<file path="src/rtl/img_pkg.sv">
// Shared constants, FSM state encoding and frame-size helpers for the pixel frame store sequencer.
package img_pkg;

  localparam int HEIGHT_DEF = 30;
  localparam int WIDTH_DEF  = 30;
  localparam int BPP_DEF    = 3;
  localparam int FACTOR_DEF = 2;
  localparam int ADDR_W_DEF = 10;

  typedef enum logic [2:0] {
    IDLE    = 3'd0,
    WRITE   = 3'd1,
    RD_REQ  = 3'd2,
    RD_WAIT = 3'd3,
    RD_OUT  = 3'd4,
    DONE    = 3'd5
  } state_t;

  function automatic int n_full(input int h, input int w);
    return h * w;
  endfunction

  function automatic int n_shrink(input int h, input int w, input int f);
    return (h / f) * (w / f);
  endfunction

endpackage

</file>
<file path="src/rtl/frame_buf_ctrl_if.sv">
// Pixel-in stream, frame-store write/read ports and pixel-out stream of the frame buffer sequencer.
interface frame_buf_ctrl_if #(
  parameter int DW = 24,
  parameter int AW = 10
);
  logic          in_valid;
  logic          in_ready;
  logic [DW-1:0] in_data;
  logic          mem_wr_en;
  logic [AW-1:0] mem_wr_addr;
  logic [DW-1:0] mem_wr_data;
  logic          mem_rd_en;
  logic [AW-1:0] mem_rd_addr;
  logic [DW-1:0] mem_rd_data;
  logic          out_valid;
  logic          out_ready;
  logic [DW-1:0] out_data;

  modport master (
    input  in_valid, in_data, mem_rd_data, out_ready,
    output in_ready, mem_wr_en, mem_wr_addr, mem_wr_data,
    output mem_rd_en, mem_rd_addr, out_valid, out_data
  );

  modport slave (
    output in_valid, in_data, mem_rd_data, out_ready,
    input  in_ready, mem_wr_en, mem_wr_addr, mem_wr_data,
    input  mem_rd_en, mem_rd_addr, out_valid, out_data
  );
endinterface

</file>
<file path="src/rtl/pix_coord_cnt.sv">
// Column/row position of the incoming pixel plus FACTOR phase counters that decide decimation keep.
module pix_coord_cnt
  import img_pkg::*;
#(
  parameter int FACTOR = FACTOR_DEF,
  parameter int HEIGHT = HEIGHT_DEF,
  parameter int WIDTH  = WIDTH_DEF
) (
  input  logic clk,
  input  logic rst_n,
  input  logic clr,
  input  logic adv,
  input  logic shrink_mode,
  output logic keep,
  output logic last_pixel
);

  localparam int CW = (WIDTH  > 1) ? $clog2(WIDTH)  : 1;
  localparam int RW = (HEIGHT > 1) ? $clog2(HEIGHT) : 1;
  localparam int PW = (FACTOR > 1) ? $clog2(FACTOR) : 1;

  logic [CW-1:0] col_reg;
  logic [RW-1:0] row_reg;
  logic [PW-1:0] col_ph_reg;
  logic [PW-1:0] row_ph_reg;
  logic          col_end;
  logic          row_end;

  assign col_end = (col_reg == CW'(WIDTH - 1));
  assign row_end = (row_reg == RW'(HEIGHT - 1));

  // Phase counters track col%FACTOR and row%FACTOR; they realign at every line wrap.
  always_ff @(posedge clk or negedge rst_n) begin
    if (!rst_n) begin
      col_reg    <= '0;
      row_reg    <= '0;
      col_ph_reg <= '0;
      row_ph_reg <= '0;
    end else if (clr) begin
      col_reg    <= '0;
      row_reg    <= '0;
      col_ph_reg <= '0;
      row_ph_reg <= '0;
    end else if (adv) begin
      if (col_end) begin
        col_reg    <= '0;
        col_ph_reg <= '0;
        if (row_end) begin
          row_reg    <= '0;
          row_ph_reg <= '0;
        end else begin
          row_reg    <= row_reg + 1'b1;
          row_ph_reg <= (row_ph_reg == PW'(FACTOR - 1)) ? '0 : row_ph_reg + 1'b1;
        end
      end else begin
        col_reg    <= col_reg + 1'b1;
        col_ph_reg <= (col_ph_reg == PW'(FACTOR - 1)) ? '0 : col_ph_reg + 1'b1;
      end
    end
  end

  assign keep       = !shrink_mode || ((col_ph_reg == '0) && (row_ph_reg == '0));
  assign last_pixel = col_end && row_end;

endmodule

</file>
<file path="src/rtl/frame_buf_ctrl.sv">
// Frame sequencer: writes one (optionally decimated) frame into the store, then streams it back out.
module frame_buf_ctrl
  import img_pkg::*;
#(
  parameter int FACTOR = FACTOR_DEF,
  parameter int HEIGHT = HEIGHT_DEF,
  parameter int WIDTH  = WIDTH_DEF,
  parameter int BPP    = BPP_DEF,
  parameter int ADDR_W = ADDR_W_DEF
) (
  input  logic             clk,
  input  logic             rst_n,
  input  logic             start,
  input  logic             shrink,
  output logic             busy,
  output logic             frame_done,
  frame_buf_ctrl_if.master bus
);

  localparam int DW       = 8 * BPP;
  localparam int N_FULL   = n_full(HEIGHT, WIDTH);
  localparam int N_SHRINK = n_shrink(HEIGHT, WIDTH, FACTOR);

  state_t            state_reg;
  logic              shrink_reg;
  logic [ADDR_W-1:0] wr_addr_reg;
  logic [ADDR_W-1:0] rd_addr_reg;
  logic [ADDR_W-1:0] last_addr_reg;
  logic              in_ready_reg;
  logic              rd_en_reg;
  logic              out_valid_reg;
  logic [DW-1:0]     out_data_reg;
  logic              busy_reg;
  logic              frame_done_reg;

  logic accept;
  logic keep;
  logic last_pixel;
  logic coord_clr;

  assign accept    = in_ready_reg && bus.in_valid;
  assign coord_clr = (state_reg == IDLE) && start;

  pix_coord_cnt #(
    .FACTOR (FACTOR),
    .HEIGHT (HEIGHT),
    .WIDTH  (WIDTH)
  ) u_coord (
    .clk         (clk),
    .rst_n       (rst_n),
    .clr         (coord_clr),
    .adv         (accept),
    .shrink_mode (shrink_reg),
    .keep        (keep),
    .last_pixel  (last_pixel)
  );

  always_ff @(posedge clk or negedge rst_n) begin
    if (!rst_n) begin
      state_reg      <= IDLE;
      shrink_reg     <= 1'b0;
      wr_addr_reg    <= '0;
      rd_addr_reg    <= '0;
      last_addr_reg  <= '0;
      in_ready_reg   <= 1'b0;
      rd_en_reg      <= 1'b0;
      out_valid_reg  <= 1'b0;
      out_data_reg   <= '0;
      busy_reg       <= 1'b0;
      frame_done_reg <= 1'b0;
    end else begin
      rd_en_reg      <= 1'b0;
      frame_done_reg <= 1'b0;
      case (state_reg)
        IDLE: begin
          if (start) begin
            state_reg     <= WRITE;
            shrink_reg    <= shrink;
            last_addr_reg <= shrink ? ADDR_W'(N_SHRINK - 1) : ADDR_W'(N_FULL - 1);
            wr_addr_reg   <= '0;
            in_ready_reg  <= 1'b1;
            busy_reg      <= 1'b1;
          end
        end
        WRITE: begin
          if (accept) begin
            // Saturate so the address never points past the last stored pixel.
            if (keep && (wr_addr_reg != last_addr_reg)) begin
              wr_addr_reg <= wr_addr_reg + 1'b1;
            end
            if (last_pixel) begin
              state_reg    <= RD_REQ;
              in_ready_reg <= 1'b0;
              rd_addr_reg  <= '0;
              rd_en_reg    <= 1'b1;
            end
          end
        end
        RD_REQ: begin
          state_reg <= RD_WAIT;
        end
        RD_WAIT: begin
          out_data_reg  <= bus.mem_rd_data;
          out_valid_reg <= 1'b1;
          state_reg     <= RD_OUT;
        end
        RD_OUT: begin
          if (bus.out_ready) begin
            out_valid_reg <= 1'b0;
            if (rd_addr_reg == last_addr_reg) begin
              state_reg      <= DONE;
              frame_done_reg <= 1'b1;
            end else begin
              rd_addr_reg <= rd_addr_reg + 1'b1;
              rd_en_reg   <= 1'b1;
              state_reg   <= RD_REQ;
            end
          end
        end
        DONE: begin
          busy_reg  <= 1'b0;
          state_reg <= IDLE;
        end
        default: begin
          state_reg <= IDLE;
        end
      endcase
    end
  end

  // Write data is forced to zero outside the write window, one byte lane at a time.
  genvar gi;
  generate
    for (gi = 0; gi < BPP; gi++) begin : g_wr_lane
      assign bus.mem_wr_data[8*gi +: 8] = in_ready_reg ? bus.in_data[8*gi +: 8] : 8'h00;
    end
  endgenerate

  assign bus.in_ready    = in_ready_reg;
  assign bus.mem_wr_en   = accept && keep;
  assign bus.mem_wr_addr = wr_addr_reg;
  assign bus.mem_rd_en   = rd_en_reg;
  assign bus.mem_rd_addr = rd_addr_reg;
  assign bus.out_valid   = out_valid_reg;
  assign bus.out_data    = out_data_reg;
  assign busy            = busy_reg;
  assign frame_done      = frame_done_reg;

endmodule

</file>
<file path="src/flat_wrapper.sv">
// flat-port wrapper written by rule: the top's interface ports become plain ports
module frame_buf_ctrl_flat import img_pkg::*;
#(
  parameter int FACTOR = FACTOR_DEF,
  parameter int HEIGHT = HEIGHT_DEF,
  parameter int WIDTH  = WIDTH_DEF,
  parameter int BPP    = BPP_DEF,
  parameter int ADDR_W = ADDR_W_DEF
)
  (clk, rst_n, start, shrink, busy, frame_done, bus_in_valid, bus_in_data, bus_mem_rd_data, bus_out_ready, bus_in_ready, bus_mem_wr_en, bus_mem_wr_addr, bus_mem_wr_data, bus_mem_rd_en, bus_mem_rd_addr, bus_out_valid, bus_out_data);
  frame_buf_ctrl_if #(.DW((24)), .AW((10))) bus_i ();
  input  logic clk;
  input  logic rst_n;
  input  logic start;
  input  logic shrink;
  output logic busy;
  output logic frame_done;
  input wire logic [$bits(bus_i.in_valid)-1:0] bus_in_valid;
  input wire logic [$bits(bus_i.in_data)-1:0] bus_in_data;
  input wire logic [$bits(bus_i.mem_rd_data)-1:0] bus_mem_rd_data;
  input wire logic [$bits(bus_i.out_ready)-1:0] bus_out_ready;
  output wire logic [$bits(bus_i.in_ready)-1:0] bus_in_ready;
  output wire logic [$bits(bus_i.mem_wr_en)-1:0] bus_mem_wr_en;
  output wire logic [$bits(bus_i.mem_wr_addr)-1:0] bus_mem_wr_addr;
  output wire logic [$bits(bus_i.mem_wr_data)-1:0] bus_mem_wr_data;
  output wire logic [$bits(bus_i.mem_rd_en)-1:0] bus_mem_rd_en;
  output wire logic [$bits(bus_i.mem_rd_addr)-1:0] bus_mem_rd_addr;
  output wire logic [$bits(bus_i.out_valid)-1:0] bus_out_valid;
  output wire logic [$bits(bus_i.out_data)-1:0] bus_out_data;
  assign bus_i.in_valid = bus_in_valid;
  assign bus_i.in_data = bus_in_data;
  assign bus_i.mem_rd_data = bus_mem_rd_data;
  assign bus_i.out_ready = bus_out_ready;
  assign bus_in_ready = bus_i.in_ready;
  assign bus_mem_wr_en = bus_i.mem_wr_en;
  assign bus_mem_wr_addr = bus_i.mem_wr_addr;
  assign bus_mem_wr_data = bus_i.mem_wr_data;
  assign bus_mem_rd_en = bus_i.mem_rd_en;
  assign bus_mem_rd_addr = bus_i.mem_rd_addr;
  assign bus_out_valid = bus_i.out_valid;
  assign bus_out_data = bus_i.out_data;
  frame_buf_ctrl #(.FACTOR(FACTOR), .HEIGHT(HEIGHT), .WIDTH(WIDTH), .BPP(BPP), .ADDR_W(ADDR_W)) u_core (.clk(clk), .rst_n(rst_n), .start(start), .shrink(shrink), .busy(busy), .frame_done(frame_done), .bus(bus_i));
endmodule
</file>
<file path="config.mk">
export PLATFORM = sky130hd
export DESIGN_NAME = frame_buf_ctrl_flat
export DESIGN_NICKNAME = d
export VERILOG_FILES = /design/src/rtl/img_pkg.sv /design/src/rtl/frame_buf_ctrl_if.sv /design/src/rtl/pix_coord_cnt.sv /design/src/rtl/frame_buf_ctrl.sv /design/src/flat_wrapper.sv
export SDC_FILE = /design/constraint.sdc
export NUM_CORES = 1
export LEC_CHECK = 0
export CAP_MARGIN = 20
export CORE_MARGIN = 2
export CORE_UTILIZATION = 30
export CTS_BUF_LIST = sky130_fd_sc_hd__clkbuf_4 sky130_fd_sc_hd__clkbuf_8
export CTS_CLUSTER_SIZE = 28
export DETAILED_ROUTE_END_ITERATION = 6
export SKIP_LAST_GASP = 1
export SYNTH_ARGS = -nofsm -noshare
export SYNTH_HDL_FRONTEND = slang
export SYNTH_SLANG_ARGS = --single-unit
</file>
<file path="constraint.sdc">
create_clock -name clk -period 4.1 [get_ports clk]
set_input_delay 0.82 -clock clk [delete_from_list [all_inputs] [get_ports clk]]
set_output_delay 0.82 -clock clk [all_outputs]
set_load 0.01 [all_outputs]
</file>
==> results.md, run 1 <==
- CP delay by family, top: buffers and inverters
- Hold_ws: 0.342 ns
- Final WL: 8420 um
- Clk buf depth: 2
- Worst-case vdd ir drop: 0.000199 V
- Post-Place Setup Slack: 1.10 ns
- Post-Layout Cell Count: 605
- Filler cell count: 1,044
- Synth async-reset ratio: 100%
- Crit-path max cell delay: 0.54 ns
- Leakage: 2.12 nW
- CTS root buffer: clkbuf_8
- CP cell instances: clkdlybuf4s50_1, and2_1, and2_1, clkdlybuf4s50_1
- Commonest non-fill, non-tap cell in the layout: clkdlybuf4s50_1
- Hold_buf cts: 0
- Crit path DAT: 2.16 ns
- CTS HTree Levels: 3
- Worst Setup Start Kind: input port
- Layout area overhead: 48.3%
- Most common flop cell mapped by yosys: dfrtp_1
- Most frequent cells in the layout: 126 x clkdlybuf4s50_1, 67 x dfrtp_1, 29 x nor2_1
- Seq/Total Area, Yosys: 49.8%
- Vias per cell: 4.90
- EDFF count, synth: 0
- RSZ-0062 raised after global routing: no
- Synthesized area per cell: 10.3 um^2
- Core Rows: 38
- Synth warn: 0
- DRT antenna net count: 0
- Worst slew pin tran: 0.615 ns
- Max_cap viols: 0
- Final Hold Fails: 0
- Layout Nets: 521
- Post-CTS Setup Inserts: 0
- Port Buf Inserts: 127
- Fin Clk Skew: 0.00846 ns
- Core area: 10,900 um^2
- Worst R2R Setup Slack: 1.86 ns
- I/O pin cnt: 128
- Syn_nets: 388
- PnR worst setup slack: 1.12 ns
- Inserted Clock Buffers: 9
- Pwr Density: 350 nW/um^2
- Drt drc: 0
- Vias in the first global route: 2,922
- Share of cells above drive strength 1: 13.5%
- Synth Instances: 328
- Initial drt markers: 83
- Worst Reg-to-Reg Cells: 6
- FF-to-FF End: u_core.bus.mem_wr_addr[9]
- Worst Setup SP: bus_in_valid
- CP endpoint: bus_mem_wr_en
- CTS tree: built
- Tcrit/Tclk final: 72.8%
- Hpwl dp: 6220 um
- CP max FO: 5
- Global-route wire length before repair: 14,100 um
- Slowest CP cell: clkdlybuf4s50_1
- Diode count: 0
- Final global-route overflow total: 0
- Status: finished, final reports clean
- Clock Latency Late Sink: 0.33 ns
- CP Capture Type: primary output
- Routed wire per std cell: 13.9 um
- Placed cell count: 590
- Critical Setup Path Class: in2out
- CP Buf/Inv Count: 2
- Post-cts sizing count: 0
- Register area: 1680 um^2
- #FFs+latches synth: 67
- Final Total Pwr: 1.74 mW
- Final Critical Period: 2.98 ns
- Die Width: 110 um
- Clk sinks: 67
- Setup violators final: 0
- Critical Path RT: 3.28 ns
- Slew headroom: 58.9%
- Total track usage: 14.7%
- Largest net degree at the start of global routing: 39
- Initial antenna violation count: 0
- Routability Congestion: 0.811
- Library cells used by synthesis: 51
- Max reg flops: 24
- Max Slew Vio Count: 0
- Cell area after synthesis: 3370 um^2
- First-pass detailed-route iteration total: 4
- Crit Reg-Reg Startpoint: u_core.state_reg[0]
- Clock transition at path regs: 0.07 ns
- Die height: 110 um
- Fmax: 335 MHz
- Hold crit path type: in2async
- Die area: 12,100 um^2
- Crit path depth: 4
- Area of the multi-input gates: 1610 um^2
- Initial Util: 30.9%
- Post-Route Setup TNS: 0 ns
- Vias: 2,963
==> cell usage after synthesis, drive strengths merged, types with 2 or more instances <==
cell type / instances / area, um^2
o211a: 2 / 20.0
buf: 7 / 47.5
xnor2: 2 / 17.5
nor3: 12 / 60.1
or2: 5 / 33.8
and3: 7 / 46.3
a31oi: 7 / 43.8
o21ai: 10 / 50.1
nand2: 26 / 97.6
dfrtp: 67 / 1680
inv: 6 / 22.5
mux2: 26 / 293
nand4: 4 / 25.0
and2: 27 / 169
a21oi: 14 / 70.1
a221o: 4 / 40.0
a21o: 3 / 23.8
nor2: 29 / 109
xor2: 5 / 43.8
or3: 7 / 45.1
nand3: 21 / 105
nand2b: 4 / 25.0
ha: 6 / 75.1
nor3b: 2 / 31.3
clkbuf: 5 / 18.8
==> worst register-to-register path: stages, from the launching register on <==
cell	delay, ns
dfrtp_1	0.51
nor3b_4	0.46
nand3_1	0.28
a31oi_1	0.22
buf_4	0.20
nor2_1	0.11
a221o_1	0.36
==> layer usage <==
layer,up-vias,track usage [%],part of all wire [%]
li1,1430,-,-
met1,1463,18.1,43
met2,62,25.2,50
met3,8,4.33,5.4
met4,0,3.62,0.81
met5,-,0,0
==> per-stage QoR <==
step | util (%) | instance area [um^2]
floorplan | - | 3370
global placement | 44.0 | 4790
detailed placement | 44.2 | 4810
CTS | 45.8 | 4990
global route | 45.8 | 4990
finish | 45.8 | 4990
==> logic make-up after synthesis <==
family	after synthesis	synth area share, %
buf+inv	18	2.64
mux	27	9.00
compound gates	54	11.1
flops	67	49.8
xor+xnor	7	1.82
simple gates	149	23.4
fa+ha+maj	6	2.23
==> where the power goes <==
part           internal, mW  total [mW]  switching (mW)
Sequential            0.729       0.822          0.0930
Clock                 0.271       0.508           0.237
Combinational         0.246       0.414           0.168
Total                  1.25        1.74           0.498
==> area by class of cell <==
type                       instances  share of cell area, %
clock inverter                     2                  0.201
timing repair buffer             134                   26.6
clock buffer                      13                   3.46
tap                              140                   3.51
inverter                           6                  0.451
sequential                        67                   33.6
multi-input combinational        243                   32.2
==> how the worst min path moves through the flow <==
stage / from / end / slack, ns / depth (start not counted)
5_1_grt: rst_n / u_core.bus.mem_wr_addr[6] / 0.33 / 1
3_3_place_gp: u_core.bus.out_valid / u_core.bus.out_valid / 0.47 / 2
2_1_floorplan: u_core.u_coord.col_ph_reg / u_core.u_coord.col_ph_reg / 0.50 / 2
6_report: rst_n / u_core.bus.mem_wr_addr[6] / 0.34 / 1
4_1_cts: rst_n / u_core.bus.mem_wr_addr[6] / 0.33 / 1
3_5_place_dp: u_core.bus.out_valid / u_core.bus.out_valid / 0.47 / 2
No activity file was read; power rests on OpenSTA's default activity.
==> run 2, diff against run 1 <==
==> constraint.sdc (replaced) <==
create_clock -name clk -period 2.4 [get_ports clk]
set_input_delay 0.48 -clock clk [delete_from_list [all_inputs] [get_ports clk]]
set_output_delay 0.48 -clock clk [all_outputs]
set_load 0.01 [all_outputs]
==> run 2 against run 1 <==
Worst setup slack got worse by 0.94 ns. Clock power rose by 86%. First-iteration DRC count rose by 64%. Sequential cell count did not move. Total power rose by 76%. Die area did not move. Core utilization rose by 0.54 points. Sequential power rose by 70%. Wire length fell by 1.0%. Design area rose by 1.2%. Sequential share of layout area fell by 0.37 points. Cell count rose by 0.99%.
==> results.md, run 2 (synthesis gave the netlist of run 1 again) <==
- Status: finished, final reports clean
- Diode count: 0
- Crit-path max cell delay: 0.53 ns
- Clock transition at path regs: 0.08 ns
- Layout Nets: 526
- Hold_buf cts: 0
- Layout area overhead: 50.0%
- CTS tree: built
- Hold crit path type: in2async
- Port Buf Inserts: 127
- Filler cell count: 1,082
- Core Rows: 38
- Pwr Density: 607 nW/um^2
- Share of cells above drive strength 1: 14.9%
- CP Capture Type: primary output
- Switching share of total power: 28.6%
- Vias in the first global route: 2,916
- Hold_ws: 0.132 ns
- CP Buf/Inv Count: 2
- DP Area: 4850 um^2
- Vias: 2,990
- Die area: 12,100 um^2
- CTS root buffer: clkbuf_8
- Max_cap viols: 0
- DRT antenna net count: 0
- Met2 usage: 23.8%
- RSZ-0062 raised after global routing: no
- Post-Route Setup TNS: 0 ns
- Internal Pwr Total: 2.19 mW
- Crit path DAT: 1.74 ns
- Final global-route overflow total: 0
- Clk sinks: 67
- Most frequent cells in the layout: 126 x clkdlybuf4s50_1, 66 x dfrtp_1, 29 x nor2_1
- Met3 Track Usage GR: 5.28%
- Initial antenna violation count: 0
- Final Hold Fails: 0
- Layer with the highest usage: met2
- Worst Reg-to-Reg Cells: 5
- Routed wire per std cell: 13.6 um
- Worst Setup Start Kind: input port
- Max Slew Vio Count: 0
- Setup violators final: 0
- Initial drt markers: 136
- Comb pwr share: 23.4%
- FF-to-FF End: u_core.bus.mem_rd_addr[7]
- Reg power frac: 45.7%
- Hpwl dp: 6110 um
- Critical Setup Path Class: in2out
- Tcrit/Tclk final: 92.6%
- CP cell instances: clkdlybuf4s50_1, and2_1, and2_1, clkdlybuf4s50_1
- Critical Path RT: 1.92 ns
- Global-route wire length before repair: 13,600 um
- Net Sw Power: 0.876 mW
- Total track usage: 14.3%
- Die height: 110 um
- Post-route cell area: 5050 um^2
- Slew headroom: 66.7%
- GR Layer Usage met1: 17.6%
- Fin Clk Skew: 0.00988 ns
- Initial Util: 30.9%
- CP max FO: 2
- Commonest non-fill, non-tap cell in the layout: clkdlybuf4s50_1
- Inserted Clock Buffers: 9
- Leakage: 2.15 nW
- Vias per cell: 4.89
- CTS HTree Levels: 3
- Placed cell count: 595
- Final WL: 8330 um
- Core area: 10,900 um^2
- Max reg flops: 24
- Routability Congestion: 0.857
- Die Width: 110 um
- Largest net degree at the start of global routing: 68
- Worst-case vdd ir drop: 0.000348 V
- I/O pin cnt: 128
- First-pass detailed-route iteration total: 5
- Clock group share of total power: 30.9%
- Post-Layout Cell Count: 611
- Final Total Pwr: 3.07 mW
- Clk buf depth: 2
- Drt drc: 0
- Clock Latency Late Sink: 0.34 ns
- Crit Reg-Reg Startpoint: u_core.last_addr_reg[8]
- Worst R2R Setup Slack: 0.38 ns
- Worst slew pin tran: 0.498 ns
- Final Critical Period: 2.22 ns
- Fmax: 450 MHz
- CP delay by family, top: buffers and inverters
- Slowest CP cell: clkdlybuf4s50_1
-- run 2: cell types whose count changed in the layout (fill, tap and decap cells not counted) --
cell and delta:
clkbuf_8 -2, buf_4 +5, dfrtp_1 -1, buf_8 -1, clkinvlp_4 +1, dfrtp_2 +1
bufinv_16 +1, clkinv_2 +1, buf_12 +1
-- run 2: cell type report --
class,instances,area [um^2],area share (%)
inverter,6,22.5,0.446
clock buffer,11,145,2.87
timing repair buffer,139,1370,27.1
tap,140,175,3.47
multi-input combinational,243,1610,31.8
sequential,67,1680,33.2
clock inverter,5,52.6,1.04
-- run 2: worst max path at each step --
stage,startpoint,endpoint,cells past startpoint
after floorplan,u_core.bus.mem_rd_addr[0],u_core.bus.mem_rd_addr[7],6
after global placement,bus_in_valid,bus_mem_wr_en,4
after detailed placement,bus_in_valid,bus_mem_wr_en,4
after CTS,u_core.bus.in_ready,bus_mem_wr_data[7],3
after global routing,u_core.bus.in_ready,bus_mem_wr_data[18],3
final,bus_in_valid,bus_mem_wr_en,4
-- run 2: per-layer routing --
| layer | vias up | routed length [um] |
|---|---|---|
| met1 | 1458 | 3630 |
| met4 | 0 | 52 |
| met3 | 7 | 592 |
| met2 | 76 | 4060 |
| li1 | 1449 | - |
| met5 | - | 0 |
-- run 2: power groups by stage --
| stage | sequential, mW | clock, mW | combinational (mW) |
|---|---|---|---|
| 2_1_floorplan | 1.41 | 0 | 0.332 |
| 3_3_place_gp | 1.42 | 0 | 0.715 |
| 3_5_place_dp | 1.42 | 0 | 0.727 |
| 4_1_cts | 1.40 | 0.981 | 0.732 |
| 5_1_grt | 1.43 | 1.02 | 0.795 |
| 6_report | 1.40 | 0.946 | 0.718 |
-- run 2: timing repair --
item,CTS,global route
setup endpoints to repair,0,12
gates resized for setup,0,1
setup buffers,0,0
hold endpoints to repair,0,0
-- run 2: through the flow --
stage          setup WS, ns  util, %
3_5_place_dp          0.171     44.5
2_1_floorplan         0.473        -
6_report              0.177     46.4
3_3_place_gp          0.165     44.5
4_1_cts              0.0176     46.4
5_1_grt              0.0705     46.4
-- run 2: worst reg2reg max path: stages (launching register included) --
cell,delay [ns]
dfrtp_1,0.46
or3_1,0.41
a211oi_2,0.31
a21oi_1,0.13
nor2_1,0.42
a221o_1,0.23
==> run 3, diff against run 2 <==
--- a/config.mk
+++ b/config.mk
@@ -11,6 +11,7 @@
 export CTS_BUF_LIST = sky130_fd_sc_hd__clkbuf_4 sky130_fd_sc_hd__clkbuf_8
 export CTS_CLUSTER_SIZE = 28
 export DETAILED_ROUTE_END_ITERATION = 6
+export PLACE_DENSITY = 0.56
 export SKIP_LAST_GASP = 1
 export SYNTH_ARGS = -nofsm -noshare
 export SYNTH_HDL_FRONTEND = slang
==> run 3 against run 2 <==
Combinational power increased by 0.6%. Sequential cell count unchanged. First-iteration DRC count decreased by 20%. Clock power increased by 11%. Sequential power about the same. Clock skew increased by 0.0016 ns. Core utilization increased by 0.092 points. Die area unchanged. Design area increased by 0.20%. Maximum frequency about the same. Total power increased by 3.6%. Register-to-register slack about the same. Critical path type unchanged. Critical endpoint unchanged. Largest power group unchanged.
==> results.md, run 3 (synthesis gave the netlist of run 1 again) <==
- Routed wire per std cell: 14.0 um
- Layout Nets: 526
- Vias: 2,985
- Leakage: 2.15 nW
- Max_cap viols: 0
- Hold crit path type: in2async
- Final Total Pwr: 3.18 mW
- Clock transition at path regs: 0.08 ns
- Post-CTS Setup Inserts: 0
- Crit path DAT: 1.74 ns
- CP Capture Type: primary output
- Met3 Track Usage GR: 6.11%
- Layer with the highest usage: met2
- CTS tree: built
- Hpwl dp: 6250 um
- Inserted Clock Buffers: 9
- Register area: 1680 um^2
- GR Layer Usage met1: 19.5%
- Routability Congestion: 0.832
- Fin util: 46.5%
- Global-route wire length before repair: 14,400 um
- Max reg flops: 24
- Critical Setup Path Class: in2out
- Post-Route Setup TNS: 0 ns
- DRT antenna net count: 0
- Final Hold Fails: 0
- Worst R2R Setup Slack: 0.38 ns
- Post-cts sizing count: 0
- Met2 usage: 24.1%
- Largest net degree at the start of global routing: 45
- Status: finished, final reports clean
- Share of cells above drive strength 1: 14.6%
- Die Width: 110 um
- Vias per cell: 4.89
- Final WL: 8580 um
- Clk sinks: 67
- Fmax: 450 MHz
- CTS root buffer: clkbuf_8
- Vias in the first global route: 2,976
- Die height: 110 um
- Worst-case vdd ir drop: 0.000362 V
- Worst Setup Start Kind: input port
- Setup violators final: 0
- Diode count: 0
- Slew headroom: 62.1%
- I/O pin cnt: 128
- Clock Latency Late Sink: 0.35 ns
- Clk buf depth: 2
- Core Rows: 38
- Initial drt markers: 109
- Drt drc: 0
- Fin Clk Skew: 0.0114 ns
- Core area: 10,900 um^2
- Max Slew Vio Count: 0
- Port Buf Inserts: 127
- Worst slew pin tran: 0.568 ns
- Filler cell count: 1,070
- Initial Util: 30.9%
- Final Critical Period: 2.22 ns
- CTS HTree Levels: 3
- Pwr Density: 628 nW/um^2
- Total track usage: 15.2%
- Initial antenna violation count: 0
- Final global-route overflow total: 0
- Hold_buf cts: 0
- Critical Path RT: 1.92 ns
- Die area: 12,100 um^2
- Layout area overhead: 50.3%
- Area of the multi-input gates: 1610 um^2
- Tcrit/Tclk final: 92.6%
- First-pass detailed-route iteration total: 6
- RSZ-0062 raised after global routing: no
- Most frequent cells in the layout: 126 x clkdlybuf4s50_1, 67 x dfrtp_1, 29 x nor2_1
- CP max FO: 2
- Commonest non-fill, non-tap cell in the layout: clkdlybuf4s50_1
## run 3: path summary, 6_finish.rpt
check                                       endpoint                     from  cells after the start
min in group clk                u_core.bus.out_valid     u_core.bus.out_valid                      2
hold / removal               u_core.bus.out_data[14]                    rst_n                      2
setup reg to reg           u_core.bus.mem_rd_addr[8]  u_core.last_addr_reg[8]                      6
hold reg to reg                 u_core.bus.out_valid     u_core.bus.out_valid                      2
max in group asynchronous  u_core.bus.mem_wr_addr[5]                    rst_n                      2
setup / recovery                       bus_mem_wr_en             bus_in_valid                      4
## run 3: power by group
part	switching [mW]	internal, mW
registers	0.158	1.24
logic	0.292	0.430
clock network	0.454	0.598
## run 3: final cells by class
class                      instances  area share (%)
timing repair buffer             139            26.8
tap                              140            3.46
clock buffer                      10            2.60
clock inverter                     6            1.78
inverter                           6           0.445
multi-input combinational        243            31.8
sequential                        67            33.1
## run 3: critical path: stages
cell	delay, ns
clkdlybuf4s50_1	0.47
and2_1	0.13
and2_1	0.12
clkdlybuf4s50_1	0.54
## run 3: stage by stage
step                      instance area (um^2)  cells  hold slack (ns)  worst slack (ns)
final                                     5060    611            0.112             0.177
after global routing                      5060    611            0.126            0.0827
after CTS                                 5060    611            0.109             0.150
after detailed placement                  4840    595            0.479             0.165
after global placement                    4840    595            0.469             0.166
after floorplan                           3370    328            0.184             0.473
## run 3: metal layers
layer | part of all wire, % | vias up | wire (um)
li1 | - | 1447 | -
met1 | 44 | 1449 | 3770
met2 | 48 | 78 | 4100
met3 | 7.2 | 11 | 622
met4 | 1.0 | 0 | 89
met5 | 0 | - | 0
